File: src/rtl/lim_counter_chain.sv
// Multi-digit modulo-L counter: D cascaded digits, each 0..L-1, with up/down, clear, range-checked load.
// Optional macro LIM_COUNTER_SATURATE_EN: saturate at the extremes instead of wrapping (co still flags it).
module lim_counter_chain #(
    parameter int L = 9,
    parameter int D = 2,
    parameter int N = $clog2(L)
) (
    input  logic           clk,
    input  logic           rst_n,
    input  logic           en,
    input  logic           up_dn,
    input  logic           clr,
    input  logic           load,
    input  logic [D*N-1:0] load_val,
    output logic [D*N-1:0] count,
    output logic           co,
    output logic           load_err
);

    localparam logic [N-1:0] DMAX = N'(L - 1);
    localparam logic [N:0]   LIM  = (N + 1)'(L);

    logic [D*N-1:0] count_q, count_d;
    logic           co_q, co_d;
    logic           err_q, err_d;

    logic [D*N-1:0] stepped;
    logic           wrap;
    logic [D*N-1:0] loaded;
    logic           bad_digit;

    // One ripple step across all digits; MSB of the result is set when every digit wrapped.
    function automatic logic [D*N:0] step_all(input logic [D*N-1:0] c, input logic up);
        logic [D*N-1:0] nxt;
        logic           ripple;
        logic [N-1:0]   dig;
        nxt    = c;
        ripple = 1'b1;
        for (int i = 0; i < D; i++) begin
            dig = c[i*N +: N];
            if (ripple) begin
                if (up) begin
                    if (dig == DMAX) begin
                        nxt[i*N +: N] = '0;
                    end else begin
                        nxt[i*N +: N] = dig + N'(1);
                        ripple        = 1'b0;
                    end
                end else begin
                    if (dig == '0) begin
                        nxt[i*N +: N] = DMAX;
                    end else begin
                        nxt[i*N +: N] = dig - N'(1);
                        ripple        = 1'b0;
                    end
                end
            end
        end
        return {ripple, nxt};
    endfunction

    // Out-of-range digits load as 0; MSB of the result reports whether any were seen.
    function automatic logic [D*N:0] load_fix(input logic [D*N-1:0] v);
        logic [D*N-1:0] fixed;
        logic           err;
        logic [N-1:0]   dig;
        fixed = '0;
        err   = 1'b0;
        for (int i = 0; i < D; i++) begin
            dig = v[i*N +: N];
            if ({1'b0, dig} < LIM) begin
                fixed[i*N +: N] = dig;
            end else begin
                err = 1'b1;
            end
        end
        return {err, fixed};
    endfunction

    assign {wrap, stepped}     = step_all(count_q, up_dn);
    assign {bad_digit, loaded} = load_fix(load_val);

    always_comb begin
        count_d = count_q;
        co_d    = 1'b0;
        err_d   = 1'b0;
        if (clr) begin
            count_d = '0;
        end else if (load) begin
            count_d = loaded;
            err_d   = bad_digit;
        end else if (en) begin
            co_d = wrap;
`ifdef LIM_COUNTER_SATURATE_EN
            count_d = wrap ? count_q : stepped;
`else
            count_d = stepped;
`endif
        end
    end

    always_ff @(posedge clk or negedge rst_n) begin
        if (!rst_n) begin
            count_q <= '0;
            co_q    <= 1'b0;
            err_q   <= 1'b0;
        end else begin
            count_q <= count_d;
            co_q    <= co_d;
            err_q   <= err_d;
        end
    end

    assign count    = count_q;
    assign co       = co_q;
    assign load_err = err_q;

endmodule

File: config.mk
export PLATFORM = sky130hd
export DESIGN_NAME = lim_counter_chain
export DESIGN_NICKNAME = d
export VERILOG_FILES = /design/src/rtl/lim_counter_chain.sv
export SDC_FILE = /design/constraint.sdc
export NUM_CORES = 1
export LEC_CHECK = 0
export ABC_CLOCK_PERIOD_IN_PS = 2300
export BUFFER_PORTS_ARGS = -buffer_cell sky130_fd_sc_hd__buf_2
export CAP_MARGIN = 30
export CORE_MARGIN = 2
export CORE_UTILIZATION = 40
export CTS_BUF_LIST = sky130_fd_sc_hd__clkbuf_8
export CTS_CLUSTER_SIZE = 40
export DETAILED_ROUTE_END_ITERATION = 16
export GPL_ROUTABILITY_DRIVEN = 0
export PLACE_DENSITY = 0.62
export SYNTH_ARGS = -nofsm -noshare
export SYNTH_HDL_FRONTEND = slang
export SYNTH_SLANG_ARGS = --single-unit
export TNS_END_PERCENT = 1
File: constraint.sdc
create_clock -name clk -period 2.3 [get_ports clk]
set_input_delay 0.115 -clock clk [delete_from_list [all_inputs] [get_ports clk]]
set_output_delay 0.115 -clock clk [all_outputs]
set_load 0.01 [all_outputs]
==> results.txt, run 1 <==
----------------------------------------------------
[Timing]
  Final setup vio count ... 0
  Final count of pins violating max slew ... 0
  Minimum clock period ... 1841 ps
  Fmax ... about 540 MHz
  Setup TNS ... 0 ps
  Setup repair after global routing missed its margin ... false
  Slew headroom ... between 70% and 80%
  Fin Clk Skew ... 3.254 ps
  Final period util ... between 80 and 90%
  Count of endpoints failing hold in the final timing report ... 0
  Tightest Pin Transition ... around 370 ps

[Clock network]
  Post-CTS sizing ... 0
  Setup fix buffers added after clock tree synthesis ... 0
  Maximum count of clock buffers along a single path ... 2
  Clock Pin Slew Worst Setup and Hold Paths ... approximately 50 ps
  H-Tree Level Count ... 1
  CTS sink cnt ... 10
  CTS tree ... yes
  Clock buffers created by TritonCTS ... 3
  Quantity of hold-fixing buffers added after cts ... 1
  Master cell of the clock root buffer ... clkbuf_8
  Clock network latency to the later pin of the worst-skew pair ... about 230 ps

[Pwr]
  P_leak ... approximately 0.00048 uW
  Maximum vdd drop ... roughly 330 uV
  Total power per unit cell area ... roughly 500 nW/um2

[Synth]
  Most instantiated library cell after synthesis ... nor2_1
  Library cells used by synthesis ... between 40 and 50
  Top flip-flop cell by instance count after synthesis ... dfrtp_1
  Cell count after synthesis ... around 110
  Leading post-synthesis cells by instance count ... 11 x nor2_1, 10 x dfrtp_1, 10 x inv_1
  Top cell type by total area after synthesis ... dfrtp_1
  Post-Syn Area per Cell ... roughly 8.0 um2
  Flip-flop and latch count after synthesis ... 10
  Share of flip-flops with an asynchronous set or reset ... 100.0%
  Total number of yosys warnings ... 0
  Largest cells by area after synthesis ... dfrtp_1 29%, ha_1 7.3%, nor2_1 4.8%, o21ai_0 4.7%, inv_1 4.4%
  Portion of synthesized cell area occupied by the leading cell type ... between 20 and 30%
  Mapped Area ... ~860 um2
  Count of flip-flops with a built-in enable after synthesis ... 0
  Share of synthesized area occupied by flip-flops and latches ... between 20% and 30%
  Syn_nets ... approximately 130

[Floorplanning]
  I/O pin count ... 24
  Die Outline Area ... 2539 um2
  Placement Rows ... 16
  Starting utilization of the core area ... about 43%
  Placeable core region ... 2002 um2
  Die H ... between 50 and 60 um
  Horizontal extent of the die ... a little over 50 um

[Layout]
  Total inserted antenna cells ... 0
  Final-stage net count ... 150
  Final standard cell area without fillers ... slightly above 1000 um2
  Synthesis-to-finish area growth ... 20.06%
  Share of cells above drive strength 1 ... 22.48%
  Filler cell count ... approximately 200

[Placement]
  Estimated wirelength of the detail-placed design ... ~1.5 mm
  Count of buffers inserted at the top-level ports ... 23
  Total cell area at the placement stage ... between 900 and 1000 um2

[GRT]
  Met1 routing resource usage after global routing ... between 20% and 30%
  Pin count of the biggest net entering global routing ... 17
  Global-route met2 utilization ... between 20% and 30%
  Fraction of met3 tracks used by global routing ... around 1.8%
  Total Routing Usage GR ... around 17%
  Global-route wire length before repair ... ~3.3 mm
  Via count of the first global-routing pass ... between 700 and 800
  Remaining global-route overflow ... 0
  Most Used Layer, Global Route ... met2
  Number of antenna violations at the first check in global routing ... 0

[Min path]
  Worst Hold Class ... input pin to flop

[Routing]
  DRT Pass-1 Iters ... 4
  Count of antenna-violating nets left after detailed routing ... 0
  WL final ... about 2.0 mm
  Via count of the routed design ... 832
  WL/cell ... between 10 and 15 um
  DRC violation total after the first TritonRoute iteration ... 13
  DRC violation count after routing ... 0
  Drt via density ... between 5 and 6

[Worst setup path]
  Required time at the worst-slack endpoint ... around 2500 ps
  Cell family with the largest share of critical-path delay ... simple AND/OR/NAND/NOR gates
  Crit-path max FO ... 8
  Nature of the critical path startpoint ... flop
  Critical path start-end classification ... flop to flop
  CP arrival ... between 1500 and 2000 ps
  Buf+Inv Stages, Crit Path ... 1
  Kind of capture point of the worst setup path ... flop
  Crit-path slowest cell ... dfrtp_1
  Slowest cell delay on critical path ... ~440 ps
  Chain of cells forming the critical path ... inv_1 > ha_1 > nand3b_2 > nor2_4 > nand2_1 > or4_1 > a31oi_1

[Flow run]
  Max capacitance violation total ... 0

[Status]
  Status ... finished clean

----------------------------------------------------
stage by stage:
stage / utilization, % / instances / power (uW) / hold WS, ps / worst slack, ps
after global routing: 51.63 / 156 / 549.6 / 160.0 / 293.7
after detailed placement: 49.06 / 152 / 337.0 / -1.183 / 467.4
after CTS: 51.63 / 156 / 518.2 / 130.6 / 447.4
after floorplan: - / 107 / 293.7 / -180.6 / 579.9
after global placement: 49.06 / 152 / 335.6 / -4.858 / 504.9
final: 51.63 / 156 / 513.8 / 131.2 / 458.8
cells by family (layout without fill, tap and decap cells):
family | Yosys count | in the layout | synth area share [%]
AND/OR/NAND/NOR | 38 | 38 | 23.98
AO/OA/AOI/OAI | 35 | 35 | 27.76
buffers and inverters | 15 | 37 | 7.558
flip-flops | 10 | 10 | 29.07
adder cells (fa/ha/maj) | 5 | 5 | 7.267
XOR/XNOR | 2 | 2 | 2.035
multiplexers | 2 | 2 | 2.326
where the power goes:
group | internal, uW | leakage, uW | switching (uW) | total [uW]
Combinational | 57.7 | 0.000323 | 76.2 | 134
Clock | 114 | 0.0000216 | 64.2 | 178
Sequential | 185 | 0.000135 | 16.0 | 201
sequential cells by signal (all words and copies together) (netlist names):
| register | count |
|---|---|
| count | 8 |
| co | 1 |
| load_err | 1 |
layout by cell type, fill, tap and decap left out, drive strengths merged, types with 4 or more instances in the layout:
master,synthesis,layout
nand2,6,6
nor3,4,4
nand2b,4,4
a21oi,6,6
nor2,12,12
ha,5,5
inv,10,10
dfrtp,10,10
o21ai,8,8
buf,2,23
layer usage:
layer / part of all wire, % / wire length [um] / up-vias
met5: 0 / 0 / -
met2: 44 / 873 / 19
li1: - / - / 441
met3: 3.8 / 75 / 2
met4: 0.40 / 8 / 0
met1: 52 / 1018 / 370
layout make-up:
type,instances,area [um2],area share (%)
inverter,10,37.54,3.632
clock buffer,3,41.29,3.995
timing repair buffer,24,125.1,12.11
sequential,10,250.2,24.21
multi-input combinational,82,545.5,52.78
tap,27,33.78,3.269
final timing paths:
path,start,end,slack (ps),cells after the start
hold reg to reg,count[6],count[6],700,2
max in group asynchronous,rst_n,count[3],1810,2
setup reg to reg,count[0],count[6],460,7
min in group asynchronous,rst_n,count[6],290,2
hold / removal,load_val[7],count[5],130,2
setup / recovery,count[0],count[6],460,7
(Power assumes the default switching activity.)
==> inputs of run 2 (changes only) <==
- ABC_AREA: unset -> 1
- ABC_CLOCK_PERIOD_IN_PS: 2300 -> 1590
- PLACE_DENSITY: 0.62 -> 0.64
- clock period: 2.3 -> 1.59 ns (I/O delays scaled with it)
==> run 2 against run 1 <==
Maximum frequency rose by 30%; clock skew decreased by 2.1 ps; highest routed layer unchanged; clock power is 79% higher; critical path type unchanged; via count increased by 21%; largest cell class unchanged.
==> results.txt, run 2 <==
----------------------------------------------------
[Status]
  Status ... finished clean

[Pwr]
  Total net switching power ... 312.6 uW (+100%)
  Fraction of power spent switching nets ... 33.86% (+3.4 points)
  Power share of the clock group ... 34.6% (about the same)
  Fraction of power consumed by combinational cells ... 32.6% (+6.5 points)
  Part of the total power dissipated in sequential elements ... 32.8% (-6.4 points)
  Total power per unit cell area ... 812.4 nW/um2 (+63%)
  Internal power ... 610.4 uW (+71%)
  P_leak ... 0.0006411 uW (+34%)
  Maximum vdd drop ... 595.8 uV (+79%)

[Worst setup path]
  Worst reg2reg path depth ... 9 (+2)
  Nature of the critical path startpoint ... flop
  Worst R2R Start ... count[0]
  Required time at the worst-slack endpoint ... 1730 ps (-720 ps)
  Slack of the worst reg-to-reg path ... 180 ps (-280 ps)
  Crit-path max FO ... 6 (-2)
  Kind of capture point of the worst setup path ... flop
  Critical path start-end classification ... flop to flop
  Launching instance or port of the critical path ... count[0]
  CP arrival ... 1550 ps (-440 ps)

[Synth]
  Share of synthesized area occupied by flip-flops and latches ... 27.14% (-1.9 points)
  Syn_nets ... 163 (+29%)
  Cell count after synthesis ... 144 (+35%)
  Post-Syn Area per Cell ... 6.404 um2 (-20%)
  Portion of synthesized cell area occupied by the leading cell type ... 27.14% (-1.9 points)
  Total number of yosys warnings ... 0 (unchanged)
  Top cell type by total area after synthesis ... dfrtp_1
  Library cells used by synthesis ... 25 (-39%)
  Mapped Area ... 922.1 um2 (+7.1%)
  Count of flip-flops with a built-in enable after synthesis ... 0 (unchanged)
  Top flip-flop cell by instance count after synthesis ... dfrtp_1
  Flip-flop and latch count after synthesis ... 10 (unchanged)
  Most instantiated library cell after synthesis ... nand2_1
  Leading post-synthesis cells by instance count ... 49 x nand2_1, 16 x nand3_1, 15 x inv_1
  Largest cells by area after synthesis ... dfrtp_1 27%, nand2_1 20%, nand3_1 8.7%, ha_1 6.8%, inv_1 6.1%
  Share of flip-flops with an asynchronous set or reset ... 100.0% (unchanged)

[Min path]
  Hold path startpoint ... load_val[3]
  Number of stages on the worst hold path ... 3 (+1)
  Worst Hold Class ... input pin to flop

[Clock network]
  Maximum count of clock buffers along a single path ... 2 (unchanged)
  CTS sink cnt ... 10 (unchanged)
  Setup fix buffers added after clock tree synthesis ... 0 (unchanged)
  Clock Pin Slew Worst Setup and Hold Paths ... 50 ps (about the same)
  Clock network latency to the later pin of the worst-skew pair ... 240 ps (about the same)
  Clock buffers created by TritonCTS ... 3 (unchanged)
  CTS tree ... yes
  Master cell of the clock root buffer ... clkbuf_8
  H-Tree Level Count ... 1 (unchanged)

[Placement]
  Count of buffers inserted at the top-level ports ... 23 (unchanged)
  Estimated wirelength of the detail-placed design ... 1.780 mm (+16%)

[Timing]
  Setup TNS ... 0 ps (unchanged)
  Final setup vio count ... 0 (unchanged)
  Fmax ... 707.1 MHz (+30%)
  Count of endpoints failing hold in the final timing report ... 0 (unchanged)
  Worst hold margin ... 154.6 ps (+23.43 ps)
  Slew headroom ... 83.08% (+8.3 points)
  Fin Clk Skew ... 1.174 ps (-2.080 ps)
  Tightest Pin Transition ... 253.8 ps (-115.6 ps)
  Final period util ... 88.95% (+8.9 points)
  Final count of pins violating max slew ... 0 (unchanged)
  Minimum clock period ... 1414 ps (-426.9 ps)
  Setup repair after global routing missed its margin ... false

[Layout]
  Area of combinational cells with multiple inputs ... 584.3 um2 (+7.1%)
  Synthesis-to-finish area growth ... 23.20%
  Storage element area ... 250.2 um2 (unchanged)
  Commonest non-fill, non-tap cell in the layout ... nand2_1
  Most frequent cells in the layout ... 49 x nand2_1, 23 x buf_2, 16 x nand3_1, 14 x inv_1, 10 x dfrtp_1
  Flip-flop count of the largest register after layout ... 8 (unchanged)
  Filler cell count ... 232 (+18%)
  Final-stage net count ... 192 (+28%)
  Total inserted antenna cells ... 0 (unchanged)
  Share of cells above drive strength 1 ... 26.74% (+4.3 points)

[GRT]
  Via count of the first global-routing pass ... 952 (+28%)
  Global-route wire length before repair ... 3.933 mm (+18%)
  Pin count of the biggest net entering global routing ... 12 (-5)
  Number of antenna violations at the first check in global routing ... 0 (unchanged)
  Total Routing Usage GR ... 19.62% (+2.9 points)
  Remaining global-route overflow ... 0 (unchanged)

[Floorplanning]
  Horizontal extent of the die ... 52.02 um (+3.2%)
  Placement Rows ... 17 (+1)
  Placeable core region ... 2191 um2 (+9.4%)
  Die H ... 52.02 um (+3.2%)
  Die Outline Area ... 2706 um2 (+6.6%)
  Starting utilization of the core area ... 42.09% (-0.91 points)
  I/O pin count ... 24 (unchanged)

[Routing]
  DRT Pass-1 Iters ... 4 (unchanged)
  WL final ... 2.207 mm (+12%)
  Count of antenna-violating nets left after detailed routing ... 0 (unchanged)
  Drt via density ... 5.020 (-5.9%)
  Via count of the routed design ... 1004 (+21%)
  DRC violation count after routing ... 0 (unchanged)
  DRC violation total after the first TritonRoute iteration ... 13 (unchanged)
  WL/cell ... 11.04 um (-13%)

[Flow run]
  Max capacitance violation total ... 0 (unchanged)

----------------------------------------------------
## run 2: what timing repair did
action	4_1_cts	5_1_grt
hold buffers	1	0
hold endpoints to repair	10	0
setup endpoints to repair	0	6
resized for setup	0	2
## run 2: final timing paths
path                       endpoint
max                        count[6]
min                        load_err
max reg2reg                count[6]
min reg2reg                count[7]
max in group asynchronous  load_err
min in group asynchronous  count[3]
## run 2: power by group through the flow
stage / sequential [uW] / combinational (uW) / clock [uW]
2_1_floorplan: 317 / 190 / 0
3_3_place_gp: 305 / 294 / 0
3_5_place_dp: 306 / 297 / 0
4_1_cts: 302 / 300 / 322
5_1_grt: 307 / 349 / 336
6_report: 303 / 301 / 319
## run 2: cell type report
class	count	share of cell area [%]
multi-input cells	113	51.43
clock buffers	4	4.846
inverters	19	6.278
repair buffers	26	12.33
flip-flops and latches	10	22.03
well taps	28	3.084
## run 2: critical path: stages (launching register included)
cell	delay [ps]
dfrtp_1	410
inv_2	110
ha_2	240
nand3_2	120
nand2_4	100
nand3_2	80
nand2_2	90
nand3_1	70
nand2_1	60
inv_1	30
## run 2: layer usage
metal / share of wire [%] / wire, um / vias to the layer above / global-route usage, %
li1: - / - / 532 / -
met1: 48 / 1068 / 444 / 26.65
met2: 46 / 1009 / 23 / 31.86
met3: 3.9 / 85 / 5 / 1.724
met4: 2.0 / 44 / 0 / 7.895
met5: 0 / 0 / - / 0
## run 2: through the flow
step	instances	total power [uW]	cell area, um2	utilization [%]	setup WS, ps
2_1_floorplan	144	506.7	922.1	-	169.4
3_3_place_gp	195	598.6	1069	48.77	146.0
3_5_place_dp	195	603.7	1069	48.77	100.1
4_1_cts	200	924.0	1134	51.74	93.81
5_1_grt	200	992.0	1136	51.86	26.11
6_report	200	922.9	1136	51.86	175.7
## run 2: kinds of logic (layout without fill, tap and decap cells)
logic type | after synthesis | after routing | share of synthesized area, %
xor gates and xnor gates | 1 | 1 | 0.9500
AOI/OAI and AO/OA | 17 | 17 | 10.31
adders and majority gates | 5 | 5 | 6.784
buffers and inverters | 21 | 49 | 9.769
and+or+nand+nor | 90 | 90 | 45.05
DFF | 10 | 10 | 27.14
